[src/rtl/fs_serial.sv]
// fs_serial: bit-serial full subtractor, d = a - b - bi, LSB first.
// One operand bit is processed per clock through a single borrow cell.
//
//   state | meaning
//   IDLE  | waiting for start; outputs hold the last result
//   SHIFT | processing one bit per cycle, busy = 1
//   DONE  | result newly presented, done = 1 for one cycle
module fs_serial #(
  parameter int WIDTH = 8
) (
  input  logic             clk,
  input  logic             rst,
  input  logic             start,
  input  logic [WIDTH-1:0] a,
  input  logic [WIDTH-1:0] b,
  input  logic             bi,
  output logic             busy,
  output logic             done,
  output logic [WIDTH-1:0] d,
  output logic             bo,
  output logic             ov
);

  localparam int CW = (WIDTH > 1) ? $clog2(WIDTH) : 1;

  localparam logic [1:0] IDLE  = 2'd0;
  localparam logic [1:0] SHIFT = 2'd1;
  localparam logic [1:0] DONE  = 2'd2;

  localparam logic [CW-1:0] CNT_LAST = CW'(WIDTH - 1);

  logic [1:0]       state;
  logic [WIDTH-1:0] sa;
  logic [WIDTH-1:0] sb;
  logic [WIDTH-1:0] sr;
  logic             br;
  logic [CW-1:0]    cnt;
  logic             a_msb;
  logic             b_msb;

  logic             x;
  logic             br_nxt;

  // Single-bit borrow cell working on the current LSBs.
  always_comb begin
    x      = sa[0] ^ sb[0] ^ br;
    br_nxt = (~sa[0] & sb[0]) | (~(sa[0] ^ sb[0]) & br);
  end

  // Sequencer plus shift datapath; result registers load only on the last bit.
  always_ff @(posedge clk or posedge rst) begin
    if (rst) begin
      state <= IDLE;
      sa    <= '0;
      sb    <= '0;
      sr    <= '0;
      br    <= 1'b0;
      cnt   <= '0;
      a_msb <= 1'b0;
      b_msb <= 1'b0;
      d     <= '0;
      bo    <= 1'b0;
      ov    <= 1'b0;
    end else begin
      case (state)
        IDLE: begin
          if (start) begin
            sa    <= a;
            sb    <= b;
            br    <= bi;
            a_msb <= a[WIDTH-1];
            b_msb <= b[WIDTH-1];
            cnt   <= '0;
            state <= SHIFT;
          end
        end
        SHIFT: begin
          br <= br_nxt;
          sr <= {x, sr[WIDTH-1:1]};
          sa <= sa >> 1;
          sb <= sb >> 1;
          if (cnt == CNT_LAST) begin
            cnt   <= '0;
            d     <= {x, sr[WIDTH-1:1]};
            bo    <= br_nxt;
            ov    <= (a_msb ^ b_msb) & (a_msb ^ x);
            state <= DONE;
          end else begin
            cnt <= cnt + CW'(1);
          end
        end
        DONE: begin
          state <= IDLE;
        end
        default: begin
          state <= IDLE;
        end
      endcase
    end
  end

  // Status decodes straight from the state register.
  always_comb begin
    busy = (state == SHIFT);
    done = (state == DONE);
  end

endmodule

[config.mk]
export PLATFORM = sky130hd
export DESIGN_NAME = fs_serial
export DESIGN_NICKNAME = d
export VERILOG_FILES = /design/src/rtl/fs_serial.sv
export SDC_FILE = /design/constraint.sdc
export NUM_CORES = 1
export LEC_CHECK = 0
export CORE_MARGIN = 4
export CORE_UTILIZATION = 35
export CTS_CLUSTER_DIAMETER = 50
export CTS_CLUSTER_SIZE = 10
export DETAILED_ROUTE_END_ITERATION = 8
export GPL_TIMING_DRIVEN = 0
export SLEW_MARGIN = 0
export SYNTH_ARGS = -nofsm -noshare
export SYNTH_HDL_FRONTEND = slang
export SYNTH_SLANG_ARGS = --single-unit
[constraint.sdc]
create_clock -name clk -period 2.5 [get_ports clk]
set_clock_uncertainty 0.2 [all_clocks]
set_input_delay 0.375 -clock clk [delete_from_list [all_inputs] [get_ports clk]]
set_output_delay 0.375 -clock clk [all_outputs]
set_load 0.02 [all_outputs]
# == After elaboration in Yosys (flattened, before gate mapping) ==
# Index checks and enable logic that the tools add are counted.
# op_classes
add_sub_neg,1
eq_ne,5
mux,12
bitwise_logic,10
reduce_logical,6
# ops
op,n
$pmux 8 s2,2
$mux 8,2
$reduce_and 2->1,4
$mux 3,2
$pmux 3 s2,1
$mux 2,2
$pmux 2 s2,1
$xor 1x1->1,4
$add 3x1->3 const B,1
$and 1x1->1,3
$eq 3x3->1 const B,1
$eq 2x1->1 const B,1
$eq 2x2->1 const B,1
$logic_not 2->1,1
$ne 2x1->1 const B,1
$ne 2x2->1 const B,1
$not 1->1,2
$pmux 1 s2,1
$reduce_bool 2->1,1
$mux 1,1
$or 1x1->1,1
# word_totals
register_bits,42
output_inout_bits,12

# == Logic depth before layout (Yosys ltp) ==
# logic_depth
word_depth,5
depth_mapped,6
mapped_depth_nobuf,5

# == Least setup slack after synthesis ==
# No wires, ideal clock.
# synth_path
path_kind,register -> register
startpoint,register cnt[0]
endpoint,register d[3]
t_arrival_ns,1.446
slack_ns,0.730
stages_incl_launch_ff,6
path_buffers,1
synth_period_minus_slack_ns,1.770
path_cell_list,dfrtp_1 ha_1 ha_1 nand3b_1 buf_2 mux2_2
# synth_between
elab_chain_cells,2
# synth_lines
item,line_no,text
from (decl),37,logic [CW-1:0] cnt;
from (signal assigned),89,cnt <= cnt + CW'(1);
$eq 3x3->1,82,if (cnt == CNT_LAST) begin
$reduce_and 2->1 (no line),n/a,
to (signal assigned),84,"d <= {x, sr[WIDTH-1:1]};"
to (decl),19,"output logic [WIDTH-1:0] d,"
# No other way between the ends.
# A chain may end at the register's enable or synchronous reset.

# == Worst setup path after layout ==
# layout_path
startpoint,register state[0]
endpoint,output busy
# layout_between
elab_chain_cells,1
# layout_lines
item,line_no,text
from (decl),32,logic [1:0] state;
from (signal assigned),53,state <= IDLE;
from (signal assigned),74,state <= SHIFT;
from (signal assigned),87,state <= DONE;
$eq 2x1->1,104,busy = (state == SHIFT);
to (decl),17,"output logic busy,"
# No other way between the ends.

==> impl_metrics.prom <==
# TYPE chip_impl_metric gauge
chip_impl_metric{name="finalSetupViolCount",unit=""} 0
chip_impl_metric{name="power_density",unit="mW/mm²"} 1190
chip_impl_metric{name="route.detailed.wl_per_inst",unit="µm"} 14.4
chip_impl_metric{name="die-area",unit="mm²"} 0.00628
chip_impl_metric{name="nets",unit=""} 214
chip_impl_metric{name="tritonroute_pass_1_iters",unit=""} 4
chip_impl_metric{name="die_height",unit="µm"} 79.3
chip_impl_info{name="synth_top_family_by_area",value="compound AO/OA/AOI/OAI gates"} 1
chip_impl_metric{name="detailedPlace.worstSlack",unit="ps"} 399
chip_impl_metric{name="numClockSinks",unit=""} 41
chip_impl_metric{name="wl",unit="mm"} 3.71
chip_impl_metric{name="drv.max_cap_violation_count",unit=""} 0
chip_impl_metric{name="clkSlewWorstSetupHoldPaths",unit="ps"} 80
chip_impl_metric{name="io_buf_count",unit=""} 31
chip_impl_metric{name="timing_hold_violations_final",unit=""} 0
chip_impl_info{name="outcome",value="complete, no violations"} 1
chip_impl_metric{name="period_needed",unit="ps"} 2350
chip_impl_metric{name="chipWidth",unit="µm"} 79.3
chip_impl_info{name="grt_setup_unrepaired",value="no"} 1
chip_impl_metric{name="timing_worst_slew_pin_value",unit="ps"} 831
chip_impl_metric{name="period_share",unit="%"} 93.9
chip_impl_info{name="worstSetupStartpointType",value="flip-flop"} 1
chip_impl_metric{name="postSynthRegisterBits",unit=""} 41
chip_impl_metric{name="grt_antenna_before_repair",unit=""} 0
chip_impl_metric{name="cellLeakagePower",unit="nW"} 1.03
chip_impl_metric{name="effective_utilization_at_floorplan",unit="%"} 36.9
chip_impl_metric{name="yosys.cell_types.count",unit=""} 21
chip_impl_metric{name="route.antenna.remaining_nets",unit=""} 0
chip_impl_metric{name="area_share_of_fa_ha_maj_cells_after_synthesis",unit="%"} 2.54
chip_impl_metric{name="grt_pass1_vias",unit=""} 1310
chip_impl_metric{name="slew-limit-headroom",unit="%"} 44.5
chip_impl_metric{name="synth_to_final_area_change",unit="%"} 27.4
chip_impl_metric{name="insertedDiodeCount",unit=""} 0
chip_impl_metric{name="power.clock.fraction",unit="%"} 16.1
chip_impl_metric{name="internal_power",unit="W"} 0.00177
chip_impl_metric{name="vias",unit=""} 1269
chip_impl_metric{name="finish.utilization",unit="%"} 47.0
chip_impl_metric{name="dp_hpwl",unit="mm"} 2.67
chip_impl_metric{name="synth-compound-area-share",unit="%"} 13.0
chip_impl_metric{name="core.rowCount",unit=""} 25
chip_impl_metric{name="top_level_pins",unit=""} 32
chip_impl_metric{name="h-tree-depth",unit=""} 2
chip_impl_metric{name="synth.yosys.seq_area_share",unit="%"} 57.7
chip_impl_metric{name="ctsResizeCount",unit=""} 0
chip_impl_metric{name="dpl-instance-area",unit="mm²"} 0.00217
chip_impl_metric{name="grt_max_degree",unit=""} 42
chip_impl_metric{name="slew_viol_final",unit=""} 0
chip_impl_metric{name="avgViaCountPerCell",unit=""} 4.92
chip_impl_metric{name="worst_path_arrival_time",unit="ps"} 1770
chip_impl_metric{name="post_cts_hold_buffer_count",unit=""} 0
chip_impl_metric{name="setup_ws",unit="ps"} 152
chip_impl_metric{name="cp_max_fo",unit=""} 10
chip_impl_metric{name="drive_gt1_share",unit="%"} 17.3
chip_impl_metric{name="irDropWorstVdd",unit="µV"} 501
chip_impl_metric{name="netSwitchingFraction",unit="%"} 34.5
chip_impl_metric{name="tritoncts.num_buffers",unit=""} 5
chip_impl_metric{name="clock_insertion_delay_worst_skew",unit="ps"} 290
chip_impl_metric{name="synth-xor-area-share",unit="%"} 0
chip_impl_metric{name="synthSimpleGateAreaFrac",unit="%"} 12.3
chip_impl_info{name="min_path_type",value="reg -> reg"} 1
chip_impl_metric{name="globalRouteOverflowTotal",unit=""} 0
chip_impl_info{name="criticalPathCategory",value="reg -> out"} 1
chip_impl_info{name="clock-root-buffer",value="sky130_fd_sc_hd__clkbuf_8"} 1
chip_impl_metric{name="fmaxAchievable",unit="MHz"} 426
chip_impl_metric{name="ys_warn_count",unit=""} 0
chip_impl_metric{name="postSynthNetCount",unit=""} 176
chip_impl_info{name="cts_tree",value="yes"} 1
chip_impl_metric{name="wire_length_of_the_first_global_routing_pass",unit="mm"} 6.35
chip_impl_metric{name="syn_area",unit="mm²"} 0.00178
chip_impl_info{name="critical_path.endpoint_type",value="output port"} 1
chip_impl_metric{name="combPwrFrac",unit="%"} 41.6
chip_impl_metric{name="violation_count_after_the_first_detailed_routing_iteration",unit=""} 108
chip_impl_metric{name="whs",unit="ps"} 286
chip_impl_metric{name="finish.instance_area",unit="mm²"} 0.00226
chip_impl_metric{name="power_switching",unit="W"} 0.000932
chip_impl_metric{name="cts.repair_timing.setup_buffer_count",unit=""} 0
chip_impl_metric{name="core_area",unit="mm²"} 0.00482
chip_impl_metric{name="drcViolationCount",unit=""} 0
chip_impl_metric{name="post_synth_inst_count",unit=""} 153
chip_impl_metric{name="filler_cell_count",unit=""} 468
chip_impl_metric{name="synth.mux.area_fraction",unit="%"} 10.8
chip_impl_metric{name="cts-root-to-sink-buffers",unit=""} 2
chip_impl_metric{name="sequentialPowerShare",unit="%"} 42.3
chip_impl_metric{name="fin_setup_tns",unit="ps"} 0
chip_impl_metric{name="syn-mean-instance-area",unit="µm²"} 11.6
chip_impl_metric{name="critPathRequiredTime",unit="ps"} 1920
chip_impl_metric{name="grt_usage",unit="%"} 13.1
chip_impl_metric{name="gp_routability_congestion",unit=""} 0.700
==> cell type report <==
class                   instances  area, µm²  share of cell area (%)
flip-flops and latches         41       1030                    45.3
multi-input cells              98        686                    30.3
repair buffers                 31        313                    13.8
well taps                      67       83.8                    3.70
clock buffers                   6       82.6                    3.65
plain buffers                  10       50.0                    2.21
inverters                       4       15.0                   0.663
clock inverters                 1       7.51                   0.332
==> cell usage in the layout (no fill, tap or decap) <==
master	count
sky130_fd_sc_hd__a22oi_1	4
sky130_fd_sc_hd__mux2_2	17
sky130_fd_sc_hd__buf_4	1
sky130_fd_sc_hd__nand2b_1	2
sky130_fd_sc_hd__dlymetal6s2s_1	1
sky130_fd_sc_hd__a21oi_1	13
sky130_fd_sc_hd__inv_1	3
sky130_fd_sc_hd__clkdlybuf4s50_1	30
sky130_fd_sc_hd__nand3b_1	1
sky130_fd_sc_hd__clkinvlp_4	1
sky130_fd_sc_hd__nand2_1	17
sky130_fd_sc_hd__and3b_1	10
sky130_fd_sc_hd__buf_2	7
sky130_fd_sc_hd__nor2_1	2
sky130_fd_sc_hd__o21ai_1	1
sky130_fd_sc_hd__o21ai_0	16
sky130_fd_sc_hd__inv_2	1
sky130_fd_sc_hd__fa_1	1
sky130_fd_sc_hd__dfrtp_1	41
sky130_fd_sc_hd__o21bai_1	1
sky130_fd_sc_hd__nor3b_1	1
sky130_fd_sc_hd__a22o_1	5
sky130_fd_sc_hd__clkbuf_8	6
sky130_fd_sc_hd__nor2b_1	5
sky130_fd_sc_hd__clkbuf_1	2
sky130_fd_sc_hd__ha_1	2
==> registers in the layout, summed over array words and instances, names as in the netlist <==
register,flops
a_msb,1
b_msb,1
bo,1
br,1
cnt,3
d,8
ov,1
sa,8
sb,8
sr,7
state,2
==> synth_stat cells <==
cell type	instances	area share, %
sky130_fd_sc_hd__a21oi_1	13	3.7
sky130_fd_sc_hd__a22o_1	5	2.5
sky130_fd_sc_hd__a22oi_1	4	1.7
sky130_fd_sc_hd__and3b_1	10	4.9
sky130_fd_sc_hd__buf_2	7	2.0
sky130_fd_sc_hd__buf_4	1	0.42
sky130_fd_sc_hd__clkbuf_1	2	0.42
sky130_fd_sc_hd__dfrtp_1	41	58
sky130_fd_sc_hd__fa_1	1	1.1
sky130_fd_sc_hd__ha_1	2	1.4
sky130_fd_sc_hd__inv_1	4	0.84
sky130_fd_sc_hd__mux2_2	17	11
sky130_fd_sc_hd__nand2_1	17	3.6
sky130_fd_sc_hd__nand2b_1	2	0.70
sky130_fd_sc_hd__nand3b_1	1	0.42
sky130_fd_sc_hd__nor2_1	2	0.42
sky130_fd_sc_hd__nor2b_1	5	1.8
sky130_fd_sc_hd__nor3b_1	1	0.42
sky130_fd_sc_hd__o21ai_0	16	4.5
sky130_fd_sc_hd__o21ai_1	1	0.28
sky130_fd_sc_hd__o21bai_1	1	0.42
==> logic make-up (layout without fill, tap and decap cells) <==
logic type	Yosys count	count (layout)
DFF	41	41
AOI/OAI and AO/OA	40	40
and+or+nand+nor	38	38
muxes	17	17
buffers and inverters	14	52
adders and majority gates	3	3
==> metrics by stage <==
| step | std cells | total power [W] |
|---|---|---|
| after floorplan | 153 | 0.00187 |
| after global placement | 251 | 0.00223 |
| after detailed placement | 251 | 0.00229 |
| after CTS | 258 | 0.00274 |
| after global routing | 258 | 0.00291 |
| final | 258 | 0.00270 |
==> power groups by stage <==
stage	Clock [W]	Combinational, W	Sequential [W]
6_report	0.000435	0.00113	0.00114
5_1_grt	0.000479	0.00124	0.00119
4_1_cts	0.000456	0.00114	0.00114
3_5_place_dp	0	0.00114	0.00116
3_3_place_gp	0	0.00110	0.00114
2_1_floorplan	0	0.000662	0.00121
==> layer usage <==
layer / up-vias / GRT usage (%) / routed length, µm
met5: - / 0 / 0
met4: 0 / 6.70 / 63
met3: 5 / 2.49 / 137
met2: 22 / 20.1 / 1830
met1: 637 / 17.5 / 1680
li1: 605 / - / -
==> worst paths after layout <==
| kind | from | to | slack (ps) | depth (start not counted) |
|---|---|---|---|---|
| min | br | br | 290 | 2 |
| max reg2reg | cnt[0] | d[7] | 500 | 5 |
| max | state[0] | busy | 150 | 3 |
| min reg2reg | br | br | 290 | 2 |
| max in group asynchronous | rst | sa[4] | 1180 | 2 |
| min in group asynchronous | rst | d[0] | 370 | 2 |
==> critical path: stages (launching register included) <==
cell                              delay (ps)
sky130_fd_sc_hd__dfrtp_1                 400
sky130_fd_sc_hd__nor2b_1                 230
sky130_fd_sc_hd__buf_4                   220
sky130_fd_sc_hd__clkdlybuf4s50_1         620
(Power assumes the default switching activity.)
